**src/rtl/pipe_ctrl.sv**
```systemverilog
// Pipeline hazard controller: per-stage stall bits, jump flush/redirect,
// memory timeout detection and a saturating stall-cycle counter.
module pipe_ctrl #(
  parameter int unsigned MEM_TIMEOUT = 255,
  parameter int unsigned CNT_W       = 32
) (
  input  logic             clk_i,
  input  logic             rst_i,
  input  logic             inst_is_load_i,
  input  logic [4:0]       rd_i,
  input  logic [4:0]       rs1_i,
  input  logic [4:0]       rs2_i,
  input  logic             rs1_re_i,
  input  logic             rs2_re_i,
  input  logic             exe_busy_i,
  input  logic             mem_req_i,
  input  logic             mem_ack_i,
  input  logic             jump_req_i,
  input  logic [31:0]      jump_addr_i,
  output logic [5:0]       stall_o,
  output logic             flush_jump_o,
  output logic [31:0]      jump_addr_o,
  output logic             bus_err_o,
  output logic [CNT_W-1:0] stall_cnt_o
);

  localparam int unsigned TMO_W = (MEM_TIMEOUT < 1) ? 1 : $clog2(MEM_TIMEOUT + 1);

  typedef enum logic [1:0] {
    RUN      = 2'd0,
    EXE_WAIT = 2'd1,
    MEM_WAIT = 2'd2
  } state_e;

  state_e             state_r, state_next_s;
  logic               pend_r, pend_next_s;
  logic [31:0]        pend_addr_r, pend_addr_next_s;
  logic [TMO_W-1:0]   tmo_cnt_r, tmo_cnt_next_s;
  logic [CNT_W-1:0]   stall_cnt_r, stall_cnt_next_s;

  logic               timeout_s;
  logic               mem_wait_s;
  logic               any_wait_s;
  logic               load_use_s;
  logic [5:0]         stall_s;
  logic               flush_s;
  logic [31:0]        jaddr_s;
  logic               berr_s;

  // Hazard classification; a timeout releases the memory stall in its own cycle.
  always_comb begin
    timeout_s  = (state_r == MEM_WAIT) && !mem_ack_i &&
                 (tmo_cnt_r == TMO_W'(MEM_TIMEOUT));
    mem_wait_s = !timeout_s && !mem_ack_i && (mem_req_i || (state_r == MEM_WAIT));
    any_wait_s = mem_wait_s || exe_busy_i;
    load_use_s = inst_is_load_i && (rd_i != 5'd0) &&
                 ((rs1_re_i && (rs1_i == rd_i)) || (rs2_re_i && (rs2_i == rd_i)));
  end

  // Output decode in priority order: mem wait, exe wait, jump, load-use.
  always_comb begin
    stall_s = 6'b000000;
    flush_s = 1'b0;
    jaddr_s = 32'h0000_0000;
    berr_s  = 1'b0;
    if (rst_i) begin
      stall_s = 6'b000000;
    end else begin
      berr_s = timeout_s;
      if (mem_wait_s) begin
        stall_s = 6'b011111;
      end else if (exe_busy_i) begin
        stall_s = 6'b001111;
      end else if (pend_r) begin
        flush_s = 1'b1;
        jaddr_s = pend_addr_r;
      end else if (jump_req_i) begin
        flush_s = 1'b1;
        jaddr_s = jump_addr_i;
      end else if (load_use_s) begin
        stall_s = 6'b000111;
      end else begin
        stall_s = 6'b000000;
      end
    end
  end

  // Next-state logic for FSM, deferred jump, timeout and stall counters.
  always_comb begin
    state_next_s     = state_r;
    pend_next_s      = pend_r;
    pend_addr_next_s = pend_addr_r;
    tmo_cnt_next_s   = tmo_cnt_r;
    stall_cnt_next_s = stall_cnt_r;

    case (state_r)
      RUN: begin
        if (mem_wait_s) begin
          state_next_s   = MEM_WAIT;
          tmo_cnt_next_s = {TMO_W{1'b0}};
        end else if (exe_busy_i) begin
          state_next_s = EXE_WAIT;
        end else begin
          state_next_s = RUN;
        end
      end
      EXE_WAIT: begin
        if (mem_wait_s) begin
          state_next_s   = MEM_WAIT;
          tmo_cnt_next_s = {TMO_W{1'b0}};
        end else if (!exe_busy_i) begin
          state_next_s = RUN;
        end else begin
          state_next_s = EXE_WAIT;
        end
      end
      MEM_WAIT: begin
        if (mem_ack_i || timeout_s) begin
          state_next_s = RUN;
        end else begin
          tmo_cnt_next_s = tmo_cnt_r + TMO_W'(1);
        end
      end
      default: begin
        state_next_s   = RUN;
        tmo_cnt_next_s = {TMO_W{1'b0}};
      end
    endcase

    // The first jump seen during a wait is held until the pipeline drains.
    if (any_wait_s) begin
      if (jump_req_i && !pend_r) begin
        pend_next_s      = 1'b1;
        pend_addr_next_s = jump_addr_i;
      end else begin
        pend_next_s = pend_r;
      end
    end else begin
      pend_next_s = 1'b0;
    end

    if ((stall_s != 6'b000000) && (stall_cnt_r != {CNT_W{1'b1}})) begin
      stall_cnt_next_s = stall_cnt_r + CNT_W'(1);
    end else begin
      stall_cnt_next_s = stall_cnt_r;
    end
  end

  // State registers with synchronous reset.
  always_ff @(posedge clk_i) begin
    if (rst_i) begin
      state_r     <= RUN;
      pend_r      <= 1'b0;
      pend_addr_r <= 32'h0000_0000;
      tmo_cnt_r   <= {TMO_W{1'b0}};
      stall_cnt_r <= {CNT_W{1'b0}};
    end else begin
      state_r     <= state_next_s;
      pend_r      <= pend_next_s;
      pend_addr_r <= pend_addr_next_s;
      tmo_cnt_r   <= tmo_cnt_next_s;
      stall_cnt_r <= stall_cnt_next_s;
    end
  end

  assign stall_o      = stall_s;
  assign flush_jump_o = flush_s;
  assign jump_addr_o  = jaddr_s;
  assign bus_err_o    = berr_s;
  assign stall_cnt_o  = stall_cnt_r;

endmodule

```
**config.mk**
```make
export PLATFORM = sky130hd
export DESIGN_NAME = pipe_ctrl
export DESIGN_NICKNAME = d
export VERILOG_FILES = /design/src/rtl/pipe_ctrl.sv
export SDC_FILE = /design/constraint.sdc
export NUM_CORES = 1
export LEC_CHECK = 0
export ABC_AREA = 1
export CORE_MARGIN = 3
export CORE_UTILIZATION = 45
export CTS_BUF_LIST = sky130_fd_sc_hd__clkbuf_4
export CTS_CLUSTER_SIZE = 20
export DETAILED_ROUTE_END_ITERATION = 16
export MAX_ROUTING_LAYER = met4
export PLACE_DENSITY = 0.85
export SKIP_LAST_GASP = 1
export SLEW_MARGIN = 20
export SYNTH_ARGS = -nofsm -noshare
export SYNTH_HDL_FRONTEND = slang
export SYNTH_SLANG_ARGS = --single-unit
export TNS_END_PERCENT = 100
```
**constraint.sdc**
```tcl
create_clock -name clk_i -period 1.74 [get_ports clk_i]
set_input_delay 0.261 -clock clk_i [delete_from_list [all_inputs] [get_ports clk_i]]
set_output_delay 0.261 -clock clk_i [all_outputs]
set_load 0.05 [all_outputs]
```
==> metrics, run 1 <==
fin util 79.7%; Initial Util ~48%; final setup violating endpoints 71; Yosys top cell area share around a third; Die W around 110 um; fin. max-slew vios 0; Max-Cap Viols 0; r2r worst-path depth 15; total grt overflow 0; worst rel slew slack between 60% and 70%; Highest Clock Rate 439 MHz; clock slew at reported path FFs 0.16 ns; vias per cell around 5.6; crit-path max FO 8; drc violations 0; CP startpoint kind flip-flop; Syn Inst Count between 700 and 800; #FFs+latches synth 75; vias in the first global route between 5000 and 6000; Rows 35; Inserted Clock Buffers 9; CP Class flip-flop to primary output; Detailed Place HPWL 10.9 mm; Crit. End Element primary output; Final ANT Viol Nets 0; Synth warnings 0; Hold Buf Count CTS 0; DIE HEIGHT roughly 110 um; CTS Root Cell clkbuf_4; worst path required time roughly 1.5 ns; failing checks negative setup slack; overall routing resource usage roughly 30%; DR pass1 iterations 5; htree depth 3; Clock Path Buffers 2; core area around 0.0095 mm^2; Final Skew approximately 0.024 ns; area leader, netlist dfxtp_1; initial antenna violation count 0; PD cells ~560 mW/mm^2; setup TNS -24.08 ns; hold crit path type input port to flip-flop; Pleak approximately 3 nW; share of cells above drive strength 1 about 33%; Fin. Hold Viols 0; status complete, but fails checks; routed wire length 18.1 mm; DR vias ~5800; Port Buf Inserts around 130; Max VDD drop between 0.3 and 0.4 mV; worst skew pair latency about 0.46 ns; top post-synthesis cells by area dfxtp_1, nand2_1, nor2_1, a22oi_1, nand4_1; clk sink count 75; TritonCTS clock tree yes; Netlist cell types 28; crit path DAT around 2 ns; DRT iter0 DRCs between 400 and 500; sequential fraction of the synthesis area between 30% and 40%; Tcrit/Tclk final 131%; first-pass GRT wire length roughly 27 mm; P&R area growth vs syn 67.7%; WL/cell roughly 17 um; largest net degree at the start of global routing 65; Post-Synthesis Net Count slightly below 800; Hold Path Depth 3; Ports approximately 130; unrepaired setup endpoints after global routing yes; die area about 0.011 mm^2; post-route minimum period ~2.3 ns; PnR worst setup slack -0.535 ns; slew at the pin with the worst max-slew slack approximately 0.50 ns; Post-Place Worst Slack -0.420 ns; # nets final ~960; gpl congestion roughly 0.95; # fillers between 600 and 700; mapped cell area 0.00452 mm^2; ant diodes 0; Mean Syn Cell Area roughly 6.3 um^2
worst paths after layout:
check                                          startpoint                            to  slack, ns
worst max-delay path            tmo_cnt_r[0]$_SDFFE_PP0P_               jump_addr_o[28]      -0.54
worst min-delay path                      jump_addr_i[24]  pend_addr_r[24]$_SDFFE_PP0P_       0.44
worst max register to register  tmo_cnt_r[0]$_SDFFE_PP0P_  stall_cnt_o[22]$_SDFFE_PP0P_      -0.20
worst min register to register  tmo_cnt_r[4]$_SDFFE_PP0P_     tmo_cnt_r[4]$_SDFFE_PP0P_       0.48
power breakdown:
part	total (mW)	switching (mW)	internal, mW
clock	1.20	0.738	0.462
combinational	1.21	0.665	0.542
sequential	1.84	0.0516	1.79
cell type report:
class,count,area [um^2],share of cell area (%)
well taps,129,161,2.13
repair buffers,213,2340,30.9
clock buffers,9,67.6,0.892
inverters,43,171,2.26
multi-input cells,557,3220,42.5
clock inverters,7,82.6,1.09
flip-flops and latches,75,1530,20.2
what timing repair did:
item                       4_1_cts  5_1_grt
hold endpoints to repair         0        0
resized for setup               79       68
buffers inserted                18       10
pin swaps                       28       20
setup endpoints to repair       71      110
cloned                           6        2
critical path: stages (launching register included):
cell     delay (ns)
dfxtp_2        0.39
ha_4           0.15
inv_4          0.04
nor2_4         0.08
nand3_2        0.09
nand3_2        0.09
nand2_2        0.07
inv_4          0.09
nand2_8        0.11
buf_12         0.18
nor2_4         0.11
buf_8          0.16
per-layer routing:
metal	routed length, um	track usage, %	part of all wire [%]
met1	7140	35.2	40
met3	1440	6.01	8.0
met4	567	9.81	3.1
met5	0	-	0
met2	8900	49.9	49
synthesized netlist by cell type:
master	count
nand2_1	179
nor2_1	168
dfxtp_1	75
inv_1	40
a21oi_1	39
nand4_1	37
o21ai_0	37
a22oi_1	32
clkbuf_1	22
nand3_1	14
nand3b_1	14
buf_2	12
xor2_1	10
xnor2_1	6
nor3_1	4
buf_4	3
buf_6	3
inv_2	3
nor2_4	3
ha_1	2
nand2_2	2
nand3_2	2
nand3_4	2
nor2_2	2
a31oi_1	1
conb_1	1
nand2_4	1
or2_1	1
cell families (layout without fill, tap and decap cells):
kind of cell,Yosys count,after routing,share of synthesized area [%]
AO/OA/AOI/OAI,109,109,13.9
XOR/XNOR,16,16,3.10
adder cells (fa/ha/maj),2,2,0.554
buffers and inverters,83,272,7.98
flip-flops,75,75,33.2
other,1,1,0.0830
AND/OR/NAND/NOR,429,429,41.2
cells in the final DEF, fill, tap and decap left out, types with 19 or more instances in the layout:
master / count
nand2_1: 159
nor2_1: 128
buf_4: 86
clkdlybuf4s50_1: 55
dfxtp_1: 54
nor2_4: 40
inv_1: 37
nand4_1: 37
o21ai_0: 35
a22oi_1: 32
buf_6: 31
a21oi_2: 20
buf_12: 19
dfxtp_2: 19
flip-flops by register name, summed over array words and instances (netlist names):
| name | cells |
|---|---|
| pend_addr_r | 32 |
| pend_r | 1 |
| stall_cnt_o | 32 |
| state_r | 2 |
| tmo_cnt_r | 8 |
stage by stage:
step                std cells  total power [mW]  cell area [um^2]  hold WS [ns]
floorplan                 715              2.42              4890         0.418
global placement          988              2.78              6500         0.450
detailed placement        988              2.81              6500         0.464
CTS                      1028              4.13              7270         0.429
global route             1033              4.39              7580         0.453
finish                   1033              4.25              7580         0.438
(Power assumes the default switching activity.)
==> inputs of run 2 (changes only) <==
--- a/config.mk
+++ b/config.mk
@@ -7,12 +7,12 @@
 export LEC_CHECK = 0
 export ABC_AREA = 1
 export CORE_MARGIN = 3
-export CORE_UTILIZATION = 45
-export CTS_BUF_LIST = sky130_fd_sc_hd__clkbuf_4
+export CORE_UTILIZATION = 44
+export CTS_BUF_LIST = sky130_fd_sc_hd__clkbuf_16
 export CTS_CLUSTER_SIZE = 20
 export DETAILED_ROUTE_END_ITERATION = 16
 export MAX_ROUTING_LAYER = met4
-export PLACE_DENSITY = 0.85
+export PLACE_DENSITY = 0.84
 export SKIP_LAST_GASP = 1
 export SLEW_MARGIN = 20
 export SYNTH_ARGS = -nofsm -noshare
==> metrics, run 2 (synthesis gave the netlist of run 1 again) <==
worst path required time between 1 and 1.5 ns; Max VDD drop 0.613 mV; # fillers around 560; overall routing resource usage 32.7%; Final Non-Filler Cells 1028; CP Class flip-flop to primary output; largest net degree at the start of global routing between 60 and 70; Fin. Hold Viols 0; TritonCTS clock tree yes; core area ~0.0099 mm^2; DIE HEIGHT between 100 and 150 um; Port Buf Inserts ~130; Hold Buf Count CTS 0; share of cells above drive strength 1 about 31%; ant diodes 0; final setup violating endpoints 74; htree depth 3; hold crit path type flip-flop to flip-flop; clk sink count 75; worst skew pair latency around 0.34 ns; setup TNS -23.08 ns; Max-Cap Viols 0; gpl congestion ~0.95; Initial Util around 46%; Pleak 3.18 nW; drc violations 0; Detailed Place HPWL 11.5 mm; Final Skew around 0.0058 ns; PnR worst setup slack -0.483 ns; routed wire length around 20 mm; fin. max-slew vios 0; worst hold slack around 0.5 ns; DR vias 6000; clock slew at reported path FFs about 0.06 ns; first-pass GRT wire length a little under 30 mm; total grt overflow 0; status complete, but fails checks; initial antenna violation count 0; vias per cell 5.84; most frequent cells in the layout nand2_1, nor2_1, buf_4; # nets final between 900 and 1000; unrepaired setup endpoints after global routing yes; CTS Root Cell clkbuf_16; CP startpoint kind flip-flop; P&R area growth vs syn 74.5%; DRT iter0 DRCs approximately 630; die area 0.0115 mm^2; WL/cell roughly 19 um; Highest Clock Rate 450 MHz; post-route minimum period between 2 and 2.5 ns; failing checks negative setup slack; Rows 36; commonest non-fill, non-tap cell in the layout nand2_1; Tcrit/Tclk final 128%; Final ANT Viol Nets 0; Ports 128; DR pass1 iterations 6; vias in the first global route between 5000 and 6000; crit-path max FO 8; Inserted Clock Buffers 9; PD cells roughly 670 mW/mm^2; crit path DAT 1.96 ns; Crit. End Element primary output; Die W around 110 um; Clock Path Buffers 2; Placed Instances about 1000
-- run 2: per-stage QoR --
step | cell area, um^2 | total power [mW] | util, % | worst slack [ns]
floorplan | 4890 | 2.42 | - | -0.0610
detailed placement | 6880 | 2.87 | 69.7 | -0.419
global placement | 6880 | 2.82 | 69.7 | -0.332
CTS | 7670 | 5.13 | 77.7 | -0.405
finish | 7890 | 5.25 | 79.9 | -0.483
global route | 7890 | 5.40 | 79.9 | -0.524
-- run 2: repair_timing --
action                                  in CTS  in global routing
endpoints found under the setup margin     108                108
hold endpoints to repair                     0                  0
buffers inserted                            11                  6
resized for setup                           46                 50
pin swaps                                   34                 16
cloned                                       7                  2
-- run 2: power breakdown --
| part | internal, mW | leakage [nW] | switching [mW] |
|---|---|---|---|
| sequential | 1.79 | 0.623 | 0.0563 |
| clock | 1.39 | 0.164 | 0.746 |
| combinational | 0.579 | 2.39 | 0.691 |
| total | 3.76 | 3.18 | 1.49 |
-- run 2: worst paths after layout --
check,cells past startpoint,startpoint,end,slack (ns)
max,11,state_r[0]$_SDFFE_PP0P_,jump_addr_o[8],-0.48
min reg2reg,2,pend_addr_r[18]$_SDFFE_PP0P_,pend_addr_r[18]$_SDFFE_PP0P_,0.49
max reg2reg,15,state_r[0]$_SDFFE_PP0P_,stall_cnt_o[2]$_SDFFE_PP0P_,-0.34
min,2,pend_addr_r[18]$_SDFFE_PP0P_,pend_addr_r[18]$_SDFFE_PP0P_,0.49
-- run 2: worst max-delay path, cell delays in order (launching register included) --
cell     delay (ns)
dfxtp_2        0.33
inv_2          0.04
nand2_2        0.09
inv_2          0.05
or2_4          0.26
nand3_4        0.09
nand2_4        0.06
inv_4          0.08
nand2_8        0.11
buf_12         0.17
nor2_4         0.16
buf_12         0.16
-- run 2: metal layers --
metal	track usage, %	wire, um	vias to the layer above
met5	-	0	-
met4	13.8	1150	0
met3	5.28	1720	111
met2	57.6	9510	392
met1	36.9	7190	2781
li1	-	-	2716
-- run 2: area by class of cell --
cell class | count | area (um^2) | share of cell area (%)
Tap cell | 133 | 166 | 2.11
Timing Repair Buffer | 205 | 2520 | 32.0
Inverter | 43 | 179 | 2.27
Clock buffer | 9 | 225 | 2.86
Clock inverter | 6 | 106 | 1.35
Multi-Input combinational cell | 557 | 3150 | 40.0
Sequential cell | 75 | 1540 | 19.5
